--- src/rtl/xs3_pkg.sv ---
// Shared definitions for the Excess-3 conversion arbiter: FSM states, bias
// constants and the per-digit validity check used by the converter.
package xs3_pkg;

    typedef enum logic [1:0] {
        IDLE  = 2'd0,
        LATCH = 2'd1,
        CONV  = 2'd2,
        DONE  = 2'd3
    } state_t;

    localparam logic [7:0] XS3_BIAS = 8'h33;
    localparam logic [7:0] ERR_CODE = 8'hFF;

    localparam logic [3:0] BCD_MAX = 4'd9;
    localparam logic [3:0] XS3_MIN = 4'd3;
    localparam logic [3:0] XS3_MAX = 4'd12;

    // A BCD digit is 0..9; an Excess-3 digit is the same range shifted by 3.
    function automatic logic digit_valid(input logic [3:0] digit, input logic dir);
        if (dir)
            return (digit >= XS3_MIN) && (digit <= XS3_MAX);
        return digit <= BCD_MAX;
    endfunction

endpackage

--- src/rtl/xs3_core.sv ---
// Combinational 2-digit converter: BCD -> Excess-3 (dir=0) or Excess-3 -> BCD
// (dir=1). Invalid operands yield ERR_CODE with valid low.
module xs3_core
    import xs3_pkg::*;
(
    input  logic [7:0] op,
    input  logic       dir,
    output logic [7:0] res,
    output logic       valid
);

    // With every digit in range no nibble carries or borrows, so one 8-bit add does both digits.
    always_comb begin
        valid = digit_valid(op[7:4], dir) && digit_valid(op[3:0], dir);
        if (!valid)
            res = ERR_CODE;
        else if (dir)
            res = op - XS3_BIAS;
        else
            res = op + XS3_BIAS;
    end

endmodule

--- src/rtl/xs3_convert_arbiter.sv ---
// Round-robin arbiter sharing one xs3_core among NREQ requesters.
// Optional decode direction is enabled by defining XS3_DECODE_EN.
module xs3_convert_arbiter
    import xs3_pkg::*;
#(
    parameter int NREQ = 3,
    parameter int IDW  = 3
) (
    input  logic              clk,
    input  logic              rst_n,
    input  logic [NREQ-1:0]   req,
    input  logic [8*NREQ-1:0] din,
`ifdef XS3_DECODE_EN
    input  logic [NREQ-1:0]   dir,
`endif
    output logic [NREQ-1:0]   grant,
    output logic              done,
    output logic [7:0]        dout,
    output logic [IDW-1:0]    dout_id,
    output logic              err,
    output logic              busy
);

    state_t state;
    state_t next_state;

    logic [IDW-1:0]  rr_ptr;
    logic [IDW-1:0]  grant_idx;
    logic [NREQ-1:0] grant_r;
    logic [7:0]      op_r;
    logic [7:0]      res_r;
    logic            err_r;
    logic [IDW-1:0]  id_r;

    logic [IDW-1:0]  pick_idx;
    logic            pick_found;
    int              pick_cand;
    logic [7:0]      op_sel;
    logic [7:0]      core_res;
    logic            core_valid;
    logic            dir_r;

    // First requester at or after rr_ptr, wrapping at NREQ.
    always_comb begin
        pick_idx   = '0;
        pick_found = 1'b0;
        pick_cand  = 0;
        for (int i = 0; i < NREQ; i++) begin
            pick_cand = int'(rr_ptr) + i;
            if (pick_cand >= NREQ)
                pick_cand = pick_cand - NREQ;
            if (!pick_found && req[pick_cand]) begin
                pick_found = 1'b1;
                pick_idx   = IDW'(pick_cand);
            end
        end
    end

    always_comb begin
        op_sel = 8'h00;
        for (int i = 0; i < NREQ; i++) begin
            if (grant_idx == IDW'(i))
                op_sel = din[8*i +: 8];
        end
    end

`ifdef XS3_DECODE_EN
    logic dir_sel;

    always_comb begin
        dir_sel = 1'b0;
        for (int i = 0; i < NREQ; i++) begin
            if (grant_idx == IDW'(i))
                dir_sel = dir[i];
        end
    end

    always_ff @(posedge clk or negedge rst_n) begin
        if (!rst_n)
            dir_r <= 1'b0;
        else if (state == LATCH)
            dir_r <= dir_sel;
    end
`else
    assign dir_r = 1'b0;
`endif

    xs3_core u_core (
        .op    (op_r),
        .dir   (dir_r),
        .res   (core_res),
        .valid (core_valid)
    );

    always_ff @(posedge clk or negedge rst_n) begin
        if (!rst_n)
            state <= IDLE;
        else
            state <= next_state;
    end

    always_comb begin
        next_state = state;
        unique case (state)
            IDLE:    if (|req) next_state = LATCH;
            LATCH:   next_state = CONV;
            CONV:    next_state = DONE;
            DONE:    next_state = IDLE;
            default: next_state = IDLE;
        endcase
    end

    always_comb begin
        done = (state == DONE);
        busy = (state != IDLE);
    end

    // Result registers load on entry to DONE and hold until the next DONE.
    always_ff @(posedge clk or negedge rst_n) begin
        if (!rst_n) begin
            rr_ptr    <= '0;
            grant_idx <= '0;
            grant_r   <= '0;
            op_r      <= 8'h00;
            res_r     <= 8'h00;
            err_r     <= 1'b0;
            id_r      <= '0;
        end else begin
            case (state)
                IDLE: begin
                    if (pick_found) begin
                        grant_idx <= pick_idx;
                        grant_r   <= NREQ'(1) << pick_idx;
                    end
                end
                LATCH: op_r <= op_sel;
                CONV: begin
                    res_r <= core_res;
                    err_r <= !core_valid;
                    id_r  <= grant_idx;
                end
                DONE: begin
                    grant_r <= '0;
                    rr_ptr  <= (grant_idx == IDW'(NREQ - 1)) ? '0 : grant_idx + 1'b1;
                end
                default: ;
            endcase
        end
    end

    assign grant   = grant_r;
    assign dout    = res_r;
    assign dout_id = id_r;
    assign err     = err_r;

endmodule

--- config.mk ---
export PLATFORM = sky130hd
export DESIGN_NAME = xs3_convert_arbiter
export DESIGN_NICKNAME = d
export VERILOG_FILES = /design/src/rtl/xs3_pkg.sv /design/src/rtl/xs3_core.sv /design/src/rtl/xs3_convert_arbiter.sv
export SDC_FILE = /design/constraint.sdc
export NUM_CORES = 1
export LEC_CHECK = 0
export CORE_ASPECT_RATIO = 1.5
export CORE_MARGIN = 2
export CORE_UTILIZATION = 50
export DETAILED_ROUTE_END_ITERATION = 10
export DONT_BUFFER_PORTS = 1
export RECOVER_POWER = 25
export SETUP_SLACK_MARGIN = 0.1
export SYNTH_ARGS = -nofsm -noshare
export SYNTH_HDL_FRONTEND = slang
export SYNTH_SLANG_ARGS = --single-unit
--- constraint.sdc ---
create_clock -name clk -period 3.2 [get_ports clk]
set_input_delay 0.64 -clock clk [delete_from_list [all_inputs] [get_ports clk]]
set_output_delay 0.64 -clock clk [all_outputs]
set_load 0.005 [all_outputs]
==> metrics.cfg, run 1 <==
[sta]
fmax_ghz = 0.360
max_slew.worst_pin.slew_ns = 0.595
report.final.slew_viol_count = 0
whs_ns = 0.0432
hold_viol = 0
relSlewSlack_pct = 60.4
rsz0062_at_grt = false
setup_violations = 0
setup_tns_ns = 0
finalClockSkew_ns = 0.00369
fin_crit_sh_pct = 86.7
worst_slack_ns = 0.425
period_needed_ns = 2.77

[synth]
yosys.area_share.simple_pct = 16.2
syn_avg_cell_area_um2 = 9.24
synthXorXnorAreaFrac_pct = 2.13
ys_ff_latch = 31
synth_seq_area_share_pct = 37.6
ys.warnings.count = 0
ys.flop_type = dfrtp_1
synthesis.area_mm2 = 0.00206
yosysUniqueCellTypes = 52
syn_inst = 223
synth_top_area_share_pct = 37.6
synth_fp_nets = 267
yosys.area.top_type = dfrtp_1
yosysMostFrequentCell = dfrtp_1
synthMuxAreaShare_pct = 8.50
synth_top_family_by_area = compound AO/OA/AOI/OAI gates
synth.top_cells.by_count = dfrtp_1 (31), nor2_1 (26), a21oi_1 (22), inv_1 (18), ha_1 (15)
synth_compound_area_share_pct = 20.8
synth_edf_count = 0
synthArstFlopShare_pct = 100
synthAdderAreaFrac_pct = 9.11
synth.area.top_cells = dfrtp_1 (38%), ha_1 (9.1%), a21oi_1 (5.3%), mux2i_1 (4.9%), nor2_1 (4.7%)

[layout]
area_growth_pct = 5.71
fin_area_mm2 = 0.00218
antenna_cells = 0
final_nets = 265
fillers = 370
drive_above_1_share_pct = 10.8

[detailed_routing]
drtIter0Drc = 80
vias = 1636
firstDrtPassIters = 4
drc = 0
ant_nets = 0
via_per_inst = 6.13
routed_wl_mm = 4.77
routedWlPerCell_um = 17.9

[status]
status = finished, final reports clean

[placement]
pre_cts_ws_ns = 0.450
port_buffers = 0
placed_area_mm2 = 0.00208
dp_hpwl_mm = 3.75
place.gp.congestion = 0.916

[clock_tree]
clkLatencyLatePin_ns = 0.29
cts_buffers = 5
ctsRootBufferMaster = clkbuf_8
path_clk_slew_ns = 0.06
clock-sinks = 31
cts_max_level = 2
postCtsSetupBuffers = 0
ctsResizeCount = 0
cts_tree = built
holdBufCountCts = 0
cts_buffer_depth = 2

[min_path]
hold_path.class = primary input to asynchronous set/reset pin

[critical_path]
r2r_cells = 8
start_kind = flop
critPathKind = flop to flop
rrSetupSlack_ns = 0.43
arrival_ns = 2.95
crit_fanout = 11
critical_path.endpoint_type = flop
r2r_start = rr_ptr[0]
timing.rr.end = grant_idx[2]
required_ns = 3.37

[global_routing]
grt_pass1_vias = 1664
grt_overflow = 0
grt_max_degree = 32
grt_pass1_wl_mm = 7.69
grtUsageTotal_pct = 21.6
antenna_found_initial = 0

[floorplanning]
rows = 28
dieWidth_um = 56.4
num_io_pins = 46
dieArea_mm2 = 0.00466
coreArea_mm2 = 0.00396
start_util_pct = 52.1
die_h_um = 82.6

[power_and_ir_drop]
powerDensity_mw_per_mm2 = 1210
leakagePower_nw = 0.948
vdd_drop_max_mv = 0.619

[run]
cap_viol_max_count = 0

-- cells by family after synthesis --
family          Yosys count
buf+inv                  29
simple gates             64
fa+ha+maj                15
flops                    31
xor+xnor                  5
mux                      16
compound gates           63
-- cell type report --
| type | instances | area (µm²) | share of cell area [%] |
|---|---|---|---|
| multi-input cells | 163 | 1170 | 53.6 |
| flip-flops and latches | 31 | 776 | 35.6 |
| clock buffers | 8 | 100 | 4.60 |
| inverters | 19 | 71.3 | 3.27 |
| well taps | 45 | 56.3 | 2.58 |
| repair buffers | 1 | 7.51 | 0.345 |
-- sequential cells by signal, summed over array words and instances (netlist names) --
name,flops
err,1
dout,8
grant,3
state,2
op_r,8
grant_idx,3
rr_ptr,3
dout_id,3
-- power breakdown --
group	internal (mW)	leakage [nW]	total, mW	switching [mW]
registers	0.569	0.374	0.772	0.203
clock network	0.196	0.0515	0.339	0.143
logic	0.654	0.522	1.52	0.871
total	1.42	0.948	2.64	1.22
-- critical path: stages (launching register included) --
cell	delay (ns)
dfrtp_1	0.51
inv_2	0.08
ha_1	0.51
nor2b_1	0.26
a2bb2oi_1	0.13
o2111ai_2	0.27
nand2_2	0.10
o41ai_4	0.45
mux2_4	0.34
-- metal layers --
layer	GRT usage [%]	part of all wire, %	vias up
met1	20.2	36	783
met5	0	0	-
met4	12.6	3.4	0
li1	-	-	789
met2	42.6	56	48
met3	4.98	4.5	16
-- placed cells by master, fill, tap and decap left out, drive strengths merged, types with 3 or more instances in the layout --
cell	count
dfrtp	31
nor2	26
a21oi	22
inv	19
ha	15
mux2i	10
o22ai	10
o21ai	10
nand2	9
clkbuf	8
nor2b	7
mux2	6
xnor2	3
nor3	3
nand3	3
o211ai	3
-- worst max-delay path by stage --
stage | to | from | depth (start not counted)
after global placement | grant_idx[0] | rr_ptr[0] | 8
after detailed placement | grant_idx[2] | rr_ptr[0] | 8
after global routing | grant[1] | rr_ptr[0] | 9
after floorplan | grant_idx[2] | rr_ptr[0] | 10
after CTS | grant_idx[2] | rr_ptr[0] | 8
final | grant_idx[2] | rr_ptr[0] | 8
-- per-stage QoR --
step | utilization [%] | total power [mW] | std cells
after CTS | 55.0 | 2.64 | 267
after detailed placement | 52.5 | 2.30 | 259
final | 55.0 | 2.64 | 267
after floorplan | - | 1.97 | 223
after global placement | 52.5 | 2.26 | 259
after global routing | 55.0 | 2.86 | 267
Power figures use the tool's default switching activity.
==> run 2, diff against run 1 <==
--- a/config.mk
+++ b/config.mk
@@ -5,11 +5,11 @@
 export SDC_FILE = /design/constraint.sdc
 export NUM_CORES = 1
 export LEC_CHECK = 0
-export CORE_ASPECT_RATIO = 1.5
 export CORE_MARGIN = 2
 export CORE_UTILIZATION = 50
 export DETAILED_ROUTE_END_ITERATION = 10
 export DONT_BUFFER_PORTS = 1
+export HOLD_SLACK_MARGIN = 0.08
 export RECOVER_POWER = 25
 export SETUP_SLACK_MARGIN = 0.1
 export SYNTH_ARGS = -nofsm -noshare
==> metrics.cfg, run 2 (same netlist as run 1, synthesis figures left out) <==
[detailed_routing]
firstDrtPassIters = 4
via_per_inst = 5.92
drc = 0
vias = 1610
ant_nets = 0
drtIter0Drc = 105
routed_wl_mm = 4.59
routedWlPerCell_um = 16.9

[placement]
port_buffers = 0
place_inst = 263
pre_cts_ws_ns = 0.348
dp_hpwl_mm = 3.51
place.gp.congestion = 0.828

[status]
violations = max-capacitance violations, max-slew violations
status = finished, violations left

[clock_tree]
postCtsSetupBuffers = 0
clkLatencyLatePin_ns = 0.28
ctsRootBufferMaster = clkbuf_8
clock-sinks = 31
cts_max_level = 2
cts_buffer_depth = 2
cts_tree = built
cts_buffers = 5
path_clk_slew_ns = 0.07

[critical_path]
start_kind = flop
crit_fanout = 17
required_ns = 3.36
critPathKind = flop to flop
slowest_stage = dfrtp_1
critical_path.endpoint_type = flop
arrival_ns = 3.08
slowest_delay_ns = 0.65
worstPathCellList = inv_2 -> ha_1 -> mux2i_1 -> o22a_2 -> nor2b_2 -> nand2_2 -> o41ai_4 -> mux2_4

[layout]
area_growth_pct = 6.01
instances_no_fill = 272
final_common_cell = dfrtp_1
drive_above_1_share_pct = 10.8
final_cell_mix = dfrtp_1 (31), nor2_1 (26), a21oi_1 (22)
antenna_cells = 0
final_nets = 265

[sta]
fin_crit_sh_pct = 91.0
worst_slack_ns = 0.287
hold_viol = 0
max_slew.worst_pin.slew_ns = 1.66
setup_violations = 0
report.final.slew_viol_count = 32
rsz0062_at_grt = false
fmax_ghz = 0.343
period_needed_ns = 2.91
finalClockSkew_ns = 0.00587
setup_tns_ns = 0
relSlewSlack_pct = -10.9
whs_ns = 0.508

[floorplanning]
num_io_pins = 46
coreArea_mm2 = 0.00397
die_h_um = 68.2
dieArea_mm2 = 0.00465
rows = 23
dieWidth_um = 68.2
start_util_pct = 51.9

[global_routing]
grtUsageTotal_pct = 21.3
grt_overflow = 0
grt_pass1_wl_mm = 7.24
antenna_found_initial = 0
grt_max_degree = 32
grt_pass1_vias = 1540

[power_and_ir_drop]
vdd_drop_max_mv = 0.556
leakagePower_nw = 0.943
powerDensity_mw_per_mm2 = 1200

[min_path]
hold_path.class = flop to flop

[run]
cap_viol_max_count = 1

[run 2: cell count changes in the layout (fill, tap and decap cells not counted), sizes merged]
cell      change
buf           -1
clkinvlp      +1
[run 2: final timing paths]
path                                 to  startpoint  slack, ns  cells past startpoint
setup / recovery           grant_idx[2]   rr_ptr[0]       0.29                      8
hold / removal                  dout[0]     op_r[0]       0.51                      1
setup reg to reg           grant_idx[2]   rr_ptr[0]       0.29                      8
hold reg to reg                 dout[0]     op_r[0]       0.51                      1
max in group asynchronous      grant[0]       rst_n       1.45                      1
min in group asynchronous       dout[4]       rst_n       0.78                      1
[run 2: routing by layer]
layer	part of all wire [%]	GRT usage [%]
met2	46	32.4
met5	0	0
met1	46	29.6
met4	0.98	6.00
met3	6.9	5.92
[run 2: report_power, final]
part | switching, mW | total [mW] | leakage, nW | internal, mW
Sequential | 0.212 | 0.779 | 0.374 | 0.568
Combinational | 0.849 | 1.50 | 0.519 | 0.648
Clock | 0.149 | 0.344 | 0.0505 | 0.196
[run 2: layout make-up]
class | count | area, µm²
multi-input cells | 163 | 1170
repair buffers | 1 | 3.75
well taps | 50 | 62.6
inverters | 19 | 71.3
flip-flops and latches | 31 | 776
fillers | 360 | 1790
clock buffers | 7 | 96.3
clock inverters | 1 | 7.51
[run 2: repair_timing]
action	4_1_cts	5_1_grt
hold endpoints to repair	31	0
gates resized for setup	0	0
hold buffers	1	0
[run 2: stage by stage]
stage / instance area (µm²) / util (%) / power [mW]
floorplan: 2060 / - / 1.97
global placement: 2080 / 52.3 / 2.22
detailed placement: 2080 / 52.3 / 2.27
CTS: 2200 / 55.4 / 2.63
global route: 2180 / 55.0 / 2.86
finish: 2180 / 55.0 / 2.62
[run 2: critical path, delay by kind of cell (launching register included)]
kind	cells	cell delay, ns
buffers and inverters	1	0.09
and+or+nand+nor	2	0.32
DFF	1	0.65
muxes	2	0.58
adders and majority gates	1	0.51
AOI/OAI and AO/OA	2	0.65
==> run 3, diff against run 2 <==
--- a/config.mk
+++ b/config.mk
@@ -9,7 +9,9 @@
 export CORE_UTILIZATION = 50
 export DETAILED_ROUTE_END_ITERATION = 10
 export DONT_BUFFER_PORTS = 1
+export GPL_TIMING_DRIVEN = 0
 export HOLD_SLACK_MARGIN = 0.08
+export PLACE_DENSITY = 0.7
 export RECOVER_POWER = 25
 export SETUP_SLACK_MARGIN = 0.1
 export SYNTH_ARGS = -nofsm -noshare
==> metrics.cfg, run 3 (same netlist as run 1, synthesis figures left out) <==
[min_path]
hold_start = op_r[0]
holdPathStages = 1
hold_path.class = flop to flop
hold_end = dout[0]

[clock_tree]
ctsRootBufferMaster = clkbuf_8
cts_buffer_depth = 2
clock-sinks = 31
cts_buffers = 5
path_clk_slew_ns = 0.07
cts_max_level = 2
ctsResizeCount = 0
clkLatencyLatePin_ns = 0.29
cts_tree = built

[global_routing]
antenna_found_initial = 0
grt_max_degree = 32
grt_overflow = 0
grt_pass1_vias = 1603
grtUsageTotal_pct = 21.4
grt_pass1_wl_mm = 7.34

[placement]
port_buffers = 0
place.gp.congestion = 0.816
dp_hpwl_mm = 3.27

[critical_path]
worstPathCellList = buf_6 -> inv_2 -> ha_1 -> buf_2 -> mux2i_1 -> o22a_2 -> nor2b_2 -> nand2_2 -> o41ai_4 -> buf_4 -> mux2_4
critical_path.endpoint_type = flop
arrival_ns = 3.10
r2r_start = rr_ptr[0]
r2r_cells = 11
slowest_stage = dfrtp_1
timing.rr.end = grant_idx[0]
required_ns = 3.36
slowest_delay_ns = 0.52
crit_fanout = 10
critPathKind = flop to flop
rrSetupSlack_ns = 0.27
start_kind = flop

[detailed_routing]
firstDrtPassIters = 4
routed_wl_mm = 4.52
via_per_inst = 5.84
ant_nets = 0
vias = 1658
drc = 0
routedWlPerCell_um = 15.9
drtIter0Drc = 129

[layout]
final_common_cell = dfrtp_1
fillers = 372
drive_above_1_share_pct = 12.0
area_growth_pct = 9.65
final_cell_mix = dfrtp_1 (31), nor2_1 (26), a21oi_1 (22)
fin_util_pct = 56.9
antenna_cells = 0
final_nets = 277

[status]
status = finished, violations left
violations = max-capacitance violations, max-slew violations

[floorplanning]
dieArea_mm2 = 0.00465
num_io_pins = 46
die_h_um = 68.2
start_util_pct = 51.9
dieWidth_um = 68.2
rows = 23
coreArea_mm2 = 0.00397

[sta]
period_needed_ns = 2.93
fmax_ghz = 0.341
relSlewSlack_pct = -10.4
hold_viol = 0
report.final.slew_viol_count = 32
setup_violations = 0
setup_tns_ns = 0
whs_ns = 0.502
fin_crit_sh_pct = 91.6
rsz0062_at_grt = false
finalClockSkew_ns = 0.00875
max_slew.worst_pin.slew_ns = 1.66

[power_and_ir_drop]
leakagePower_nw = 0.982
powerDensity_mw_per_mm2 = 1210
vdd_drop_max_mv = 0.597
finalPower_mw = 2.74

[run]
cap_viol_max_count = 1

-- run 3: worst max path at each step --
stage / start / to / slack [ns] / cells after the start
floorplan: rr_ptr[0] / grant_idx[2] / 0.69 / 10
global placement: rr_ptr[0] / grant_idx[0] / 0.34 / 10
detailed placement: rr_ptr[0] / grant_idx[2] / 0.29 / 10
CTS: rr_ptr[0] / grant_idx[0] / 0.26 / 10
global route: rr_ptr[0] / grant_idx[2] / 0.11 / 11
finish: rr_ptr[0] / grant_idx[0] / 0.27 / 11
-- run 3: per-stage QoR --
step,std cells,instance area (µm²),worst slack (ns)
floorplan,223,2060,0.687
CTS,282,2260,0.259
detailed placement,273,2120,0.286
finish,284,2260,0.268
global route,284,2260,0.112
global placement,273,2120,0.340
-- run 3: critical path: cells and delay by family, from the launching register on --
kind                       cells  cell delay, ns
muxes                          2            0.51
buffers and inverters          4            0.67
adders and majority gates      1            0.28
and+or+nand+nor                2            0.35
AOI/OAI and AO/OA              2            0.46
DFF                            1            0.52
-- run 3: routing by layer --
layer / wire, µm / track usage [%] / vias to the layer above
met5: 0 / 0 / -
met3: 304 / 5.43 / 12
met1: 2080 / 28.2 / 774
met4: 109 / 8.75 / 0
met2: 2030 / 33.5 / 60
li1: - / - / 812
-- run 3: cell type report --
cell class / count / area (µm²) / area share, %
Sequential cell: 31 / 776 / 34.3
Inverter: 19 / 71.3 / 3.16
Multi-Input combinational cell: 163 / 1170 / 51.7
Clock inverter: 2 / 35.0 / 1.55
Tap cell: 50 / 62.6 / 2.77
Timing Repair Buffer: 3 / 18.8 / 0.831
Buffer: 10 / 46.3 / 2.05
Clock buffer: 6 / 82.6 / 3.65
-- run 3: repair_timing --
item | 4_1_cts | 5_1_grt
endpoints found under the hold margin | 31 | 0
buffers inserted | 0 | 2
setup endpoints to repair | 0 | 5
hold buffers | 1 | 0
-- run 3: power by group --
part	leakage (nW)	switching [mW]	internal [mW]	total, mW
Combinational	0.547	0.913	0.693	1.61
Clock	0.0612	0.152	0.252	0.404
Sequential	0.374	0.162	0.569	0.730
Total	0.982	1.23	1.51	2.74
